$ cat config.mk
export PLATFORM = sky130hd
export DESIGN_NAME = alu_scheduler
export DESIGN_NICKNAME = d
export VERILOG_FILES = /design/src/rtl/alu_pkg.sv /design/src/rtl/rr_arbiter.sv /design/src/rtl/alu_scheduler.sv
export SDC_FILE = /design/constraint.sdc
export NUM_CORES = 1
export LEC_CHECK = 0
export BUFFER_PORTS_ARGS = -buffer_cell sky130_fd_sc_hd__buf_2
export CAP_MARGIN = 20
export CORE_AREA = 2 2 110 112
export DETAILED_ROUTE_END_ITERATION = 8
export DIE_AREA = 0 0 112 114
export GPL_TIMING_DRIVEN = 0
export PLACE_DENSITY_LB_ADDON = 0.08
export SYNTH_ARGS = -nofsm -noshare
export SYNTH_HDL_FRONTEND = slang
export SYNTH_SLANG_ARGS = --single-unit
$ cat constraint.sdc
create_clock -name clock -period 3.63 [get_ports clock]
set_input_delay 0.5445 -clock clock [delete_from_list [all_inputs] [get_ports clock]]
set_output_delay 0.5445 -clock clock [all_outputs]
set_load 0.1 [all_outputs]
$ cat src/rtl/alu_pkg.sv
// Shared opcode map, scheduler state encoding and flag bundle for the
// 32-bit ALU and its front-end scheduler.
package alu_pkg;

  localparam logic [3:0] OP_ADD  = 4'd0;
  localparam logic [3:0] OP_SUB  = 4'd1;
  localparam logic [3:0] OP_AND  = 4'd2;
  localparam logic [3:0] OP_OR   = 4'd3;
  localparam logic [3:0] OP_XOR  = 4'd4;
  localparam logic [3:0] OP_NOT  = 4'd5;
  localparam logic [3:0] OP_SLL  = 4'd6;
  localparam logic [3:0] OP_SRL  = 4'd7;
  localparam logic [3:0] OP_SAR  = 4'd8;
  localparam logic [3:0] OP_LAST = 4'd8;

  typedef enum logic [1:0] {
    IDLE = 2'd0,
    EXEC = 2'd1,
    RESP = 2'd2
  } alu_sched_state_t;

  typedef struct packed {
    logic zero;
    logic carry;
    logic overflow;
  } alu_flags_t;

endpackage

$ cat src/rtl/rr_arbiter.sv
// Combinational round-robin picker: grants the first requesting index at or
// after ptr, wrapping upward. The caller owns and advances ptr.
module rr_arbiter #(
  parameter int N  = 2,
  parameter int IW = $clog2(N)
) (
  input  logic [N-1:0]  req,
  input  logic [IW-1:0] ptr,
  input  logic          enable,
  output logic [N-1:0]  grant,
  output logic [IW-1:0] grant_idx
);

  logic          w_found;
  logic [IW:0]   w_sum;
  logic [IW-1:0] w_idx;

  always_comb begin
    grant     = '0;
    grant_idx = '0;
    w_found   = 1'b0;
    w_sum     = '0;
    w_idx     = '0;
    for (int i = 0; i < N; i++) begin
      // (ptr + i) mod N without a divider; the sum never reaches 2*N.
      w_sum = {1'b0, ptr} + (IW+1)'(i);
      if (w_sum >= (IW+1)'(N)) w_sum = w_sum - (IW+1)'(N);
      w_idx = w_sum[IW-1:0];
      if (enable && !w_found && req[w_idx]) begin
        w_found        = 1'b1;
        grant[w_idx]   = 1'b1;
        grant_idx      = w_idx;
      end
    end
  end

endmodule

$ cat src/rtl/alu_scheduler.sv
// Round-robin front end for the shared combinational ALU: one operation in
// flight, IDLE -> EXEC -> RESP, result returned on a valid/ready channel.
module alu_scheduler
  import alu_pkg::*;
#(
  parameter int NUM_REQ = 2,
  parameter int ID_W    = $clog2(NUM_REQ)
) (
  input  logic                       clock,
  input  logic                       reset,        // active-low, asynchronous
  input  logic [NUM_REQ-1:0]         req_valid,
  output logic [NUM_REQ-1:0]         req_ready,
  input  logic [NUM_REQ-1:0][31:0]   req_a,
  input  logic [NUM_REQ-1:0][31:0]   req_b,
  input  logic [NUM_REQ-1:0][3:0]    req_op,
  output logic [31:0]                alu_a,
  output logic [31:0]                alu_b,
  output logic [3:0]                 alu_op,
  input  logic [31:0]                alu_result,
  input  logic                       alu_zero,
  input  logic                       alu_carry,
  input  logic                       alu_overflow,
  output logic                       rsp_valid,
  input  logic                       rsp_ready,
  output logic [ID_W-1:0]            rsp_id,
  output logic [31:0]                rsp_result,
  output logic                       rsp_zero,
  output logic                       rsp_carry,
  output logic                       rsp_overflow,
  output logic                       rsp_illegal,
  output alu_sched_state_t           dbg_state,
  output logic [ID_W-1:0]            dbg_rr_ptr
);

  // Handshakes: a request transfers on an edge where req_valid[i] && req_ready[i];
  // a response transfers on an edge where rsp_valid && rsp_ready. req_ready is
  // only ever high in IDLE, and rsp_* hold stable for as long as rsp_valid is high.

  alu_sched_state_t    r_state, w_state_next;
  logic [ID_W-1:0]     r_rr_ptr;
  logic [31:0]         r_a, r_b;
  logic [3:0]          r_op;
  logic [ID_W-1:0]     r_id;
  logic [31:0]         r_rsp_result;
  alu_flags_t          r_rsp_flags;
  logic                r_rsp_illegal;

  logic                w_arb_en;
  logic [NUM_REQ-1:0]  w_grant;
  logic [ID_W-1:0]     w_grant_idx;
  logic                w_accept;
  logic [ID_W:0]       w_ptr_inc;
  logic [ID_W-1:0]     w_ptr_next;

  // Gating with reset keeps req_ready low while reset is held.
  assign w_arb_en = (r_state == IDLE) && reset;
  assign w_accept = |w_grant;

  rr_arbiter #(.N(NUM_REQ), .IW(ID_W)) u_arb (
    .req       (req_valid),
    .ptr       (r_rr_ptr),
    .enable    (w_arb_en),
    .grant     (w_grant),
    .grant_idx (w_grant_idx)
  );

  always_comb begin
    w_ptr_inc  = {1'b0, w_grant_idx} + (ID_W+1)'(1);
    w_ptr_next = w_ptr_inc[ID_W-1:0];
    if (w_ptr_inc >= (ID_W+1)'(NUM_REQ)) w_ptr_next = '0;
  end

  always_comb begin
    w_state_next = r_state;
    case (r_state)
      IDLE:    if (w_accept)  w_state_next = EXEC;
      EXEC:                   w_state_next = RESP;
      RESP:    if (rsp_ready) w_state_next = IDLE;
      default:                w_state_next = IDLE;
    endcase
  end

  always_ff @(posedge clock or negedge reset) begin
    if (!reset) begin
      r_state  <= IDLE;
      r_rr_ptr <= '0;
      r_a      <= '0;
      r_b      <= '0;
      r_op     <= '0;
      r_id     <= '0;
    end else begin
      r_state <= w_state_next;
      if (r_state == IDLE && w_accept) begin
        r_a      <= req_a[w_grant_idx];
        r_b      <= req_b[w_grant_idx];
        r_op     <= req_op[w_grant_idx];
        r_id     <= w_grant_idx;
        r_rr_ptr <= w_ptr_next;
      end
    end
  end

  // The ALU itself reports 0 / zero=1 for undefined opcodes; we only tag them.
  always_ff @(posedge clock or negedge reset) begin
    if (!reset) begin
      r_rsp_result  <= '0;
      r_rsp_flags   <= '0;
      r_rsp_illegal <= 1'b0;
    end else if (r_state == EXEC) begin
      r_rsp_result  <= alu_result;
      r_rsp_flags   <= '{zero: alu_zero, carry: alu_carry, overflow: alu_overflow};
      r_rsp_illegal <= (r_op > OP_LAST);
    end
  end

  assign req_ready    = w_grant;
  assign alu_a        = r_a;
  assign alu_b        = r_b;
  assign alu_op       = r_op;
  assign rsp_valid    = (r_state == RESP);
  assign rsp_id       = r_id;
  assign rsp_result   = r_rsp_result;
  assign rsp_zero     = r_rsp_flags.zero;
  assign rsp_carry    = r_rsp_flags.carry;
  assign rsp_overflow = r_rsp_flags.overflow;
  assign rsp_illegal  = r_rsp_illegal;
  assign dbg_state    = r_state;
  assign dbg_rr_ptr   = r_rr_ptr;

endmodule

==> run metrics <==
commonest register cell after synthesis sky130_fd_sc_hd__dfrtp_1; Horiz. Die Dim 112 um; starting density of the core 47.3%; Floorplan Core Area 11700 um^2; clock insertion delay at the later pin of the skew report 350 ps; final setup skew 10.4 ps; highest signal layer in the routed design met5; number of library cell types mapped by synthesis 22; sequential fraction of the synthesis area 48.7%; clock tree from TritonCTS done; capturing element type of the critical path output port; antenna violations before repair 2; global router's overall resource usage 27.4%; type of the worst min-delay path input pin to async pin; number of buffers inserted for hold repair after clock tree synthesis 0; Detailed Routing Iterations Pass 1 4; final routed DRC violation total 0; number of design-rule violations left by the first detailed-router iteration 346; share of synthesized flip-flops with an asynchronous set or reset 100%; smallest hold slack 264 ps; clock-pin slew reported for the worst setup and hold paths after clock tree synthesis 80 ps; RSZ-0062 raised after global routing false; Post-synth EDFFs 0; Detail Route met3 WL 1290 um; Worst Path Max Fanout 61; area of the mapped netlist 5540 um^2; largest net degree at the start of global routing 62; worst max-slew margin expressed relative to the limit 46.7%; total gr overflow 0; ratio of final minimum period to clock period 91.8%; first-pass GRT wire length 28100 um; transition time of the tightest slew-check pin 800 ps; worst setup path category input pin to output port; synthesized instance count 568; final weighted congestion of routability-driven global placement 0.840; Post-Syn Area per Cell 9.76 um^2; category of the worst setup path launch point input pin; Met2 Routed Length 8920 um; routed len/inst 17.4 um; share of layout cells above drive strength 1 41.8%; Post-layout nets 1042; post-CTS setup buffers 0; # IOs 287; total detailed-routing wirelength 17800 um; endpoints failing setup 0; CTS sink count 108; area added between synthesis and finish 35.1%; filler cell count 1039; CTS Buffer Depth 2; outcome completed; routed via count 5636; via count of the first global-routing pass 5702; critical path data required time 3090 ps; number of resized instances in the post-cts repair step 0; count of maximum capacitance violations 0; DP HPWL 13500 um; Vert. Die Dim 114 um; met1 wire length 7100 um; number of pins exceeding their max-slew limit in the final report 0; Clock Tree Root sky130_fd_sc_hd__clkbuf_16; Detail Route Antenna Nets 0; Synthesized Nets 744; area of the die 12800 um^2; count of input and output buffers 286; Max Clk Rate 300 MHz; cell row count 40; minimum period implied by the final worst setup slack 3330 ps; synthesis warning total 0; final number of hold-violating endpoints 0; CP Data Arrival Time 2790 ps; maximum level of the CTS H-tree 3; vias per cell 5.53; TritonCTS buffer count 9; Yosys reg bits 108
## cells in the mapped netlist (2+ instances only)
master	instances	area (um^2)
sky130_fd_sc_hd__dfrtp_1	108	2700
sky130_fd_sc_hd__inv_1	70	263
sky130_fd_sc_hd__nand2_1	70	263
sky130_fd_sc_hd__a31oi_1	68	425
sky130_fd_sc_hd__o211ai_1	68	510
sky130_fd_sc_hd__o22a_1	68	596
sky130_fd_sc_hd__clkbuf_1	41	154
sky130_fd_sc_hd__mux2_2	35	394
sky130_fd_sc_hd__buf_2	22	110
sky130_fd_sc_hd__nand2b_1	3	18.8
sky130_fd_sc_hd__and3_1	2	12.5
sky130_fd_sc_hd__buf_6	2	22.5
sky130_fd_sc_hd__o21ai_0	2	10.0
## routing by layer
metal | vias to the layer above | GRT usage [%]
met2 | 255 | 48.0
met1 | 2703 | 33.4
li1 | 2643 | -
met4 | 2 | 10.9
met3 | 33 | 5.74
met5 | - | 0
## per-stage QoR
step / area (um^2) / TNS (ps) / cells / setup slack (ps) / util [%]
CTS: 7490 / 0 / 1018 / 251 / 63.9
floorplan: 5540 / 0 / 568 / 817 / -
finish: 7490 / 0 / 1019 / 297 / 63.9
detailed placement: 7190 / 0 / 1002 / 266 / 61.4
global placement: 7160 / -35110 / 1001 / -1090 / 61.1
global route: 7490 / 0 / 1019 / 88.4 / 63.9
## critical path: stages
cell	delay, ps
sky130_fd_sc_hd__buf_4	600
sky130_fd_sc_hd__nor3b_2	440
sky130_fd_sc_hd__clkbuf_1	420
sky130_fd_sc_hd__and3_1	290
sky130_fd_sc_hd__buf_2	450
## registers in the layout, summed over array words and instances, names as in the netlist
name          flops
rsp_result       32
dbg_rr_ptr        1
alu_b            32
rsp_illegal       1
rsp_carry         1
dbg_state         2
rsp_id            1
alu_a            32
rsp_zero          1
rsp_overflow      1
alu_op            4
## area by class of cell
class / count / area (um^2) / area share [%]
inverters: 70 / 263 / 3.51
clock buffers: 9 / 225 / 3.01
clock inverters: 7 / 71.3 / 0.952
plain buffers: 66 / 294 / 3.93
diodes: 1 / 2.50 / 0.0334
well taps: 147 / 184 / 2.46
flip-flops and latches: 108 / 2700 / 36.1
multi-input cells: 324 / 2280 / 30.5
repair buffers: 287 / 1460 / 19.5
## path summary, 6_finish.rpt
kind,from,cells after the start,endpoint,slack (ps)
worst max-delay path,reset,5,req_ready[1],300
worst min register to register,rsp_illegal,2,rsp_illegal,490
min in group clock,rsp_ready,2,dbg_state[1],390
worst min-delay path,reset,1,rsp_result[2],260
worst max register to register,dbg_state[1],5,alu_a[24],1630
max in group asynchronous,reset,2,alu_b[24],2650
## cells by family after synthesis
| kind of cell | Yosys count | share of synthesized area, % |
|---|---|---|
| simple gates | 80 | 5.94 |
| flops | 108 | 48.7 |
| mux | 35 | 7.11 |
| compound gates | 209 | 28.2 |
| buf+inv | 136 | 10.0 |
## cells in the final DEF (no fill, tap or decap)
cell type / Yosys / final
sky130_fd_sc_hd__a21oi_1: 1 / 1
sky130_fd_sc_hd__a31oi_1: 68 / 68
sky130_fd_sc_hd__and2_1: 1 / 1
sky130_fd_sc_hd__and3_1: 2 / 2
sky130_fd_sc_hd__buf_16: 0 / 1
sky130_fd_sc_hd__buf_2: 22 / 307
sky130_fd_sc_hd__buf_4: 1 / 2
sky130_fd_sc_hd__buf_6: 2 / 2
sky130_fd_sc_hd__clkbuf_1: 41 / 41
sky130_fd_sc_hd__clkbuf_16: 0 / 9
sky130_fd_sc_hd__dfrtp_1: 108 / 108
sky130_fd_sc_hd__diode_2: 0 / 1
sky130_fd_sc_hd__inv_1: 70 / 70
sky130_fd_sc_hd__inv_6: 0 / 3
sky130_fd_sc_hd__inv_8: 0 / 4
sky130_fd_sc_hd__mux2_2: 35 / 35
sky130_fd_sc_hd__nand2_1: 70 / 70
sky130_fd_sc_hd__nand2b_1: 3 / 3
sky130_fd_sc_hd__nor2_1: 1 / 1
sky130_fd_sc_hd__nor2b_1: 1 / 1
sky130_fd_sc_hd__nor3b_2: 1 / 1
sky130_fd_sc_hd__o211ai_1: 68 / 68
sky130_fd_sc_hd__o21ai_0: 2 / 2
sky130_fd_sc_hd__o21bai_1: 1 / 1
sky130_fd_sc_hd__o22a_1: 68 / 68
sky130_fd_sc_hd__o31ai_1: 1 / 1
sky130_fd_sc_hd__or2_0: 1 / 1
Power is left out: the tool's default activity adds up to more than one toggle a clock period on the data nets, which glitch-free logic cannot reach.
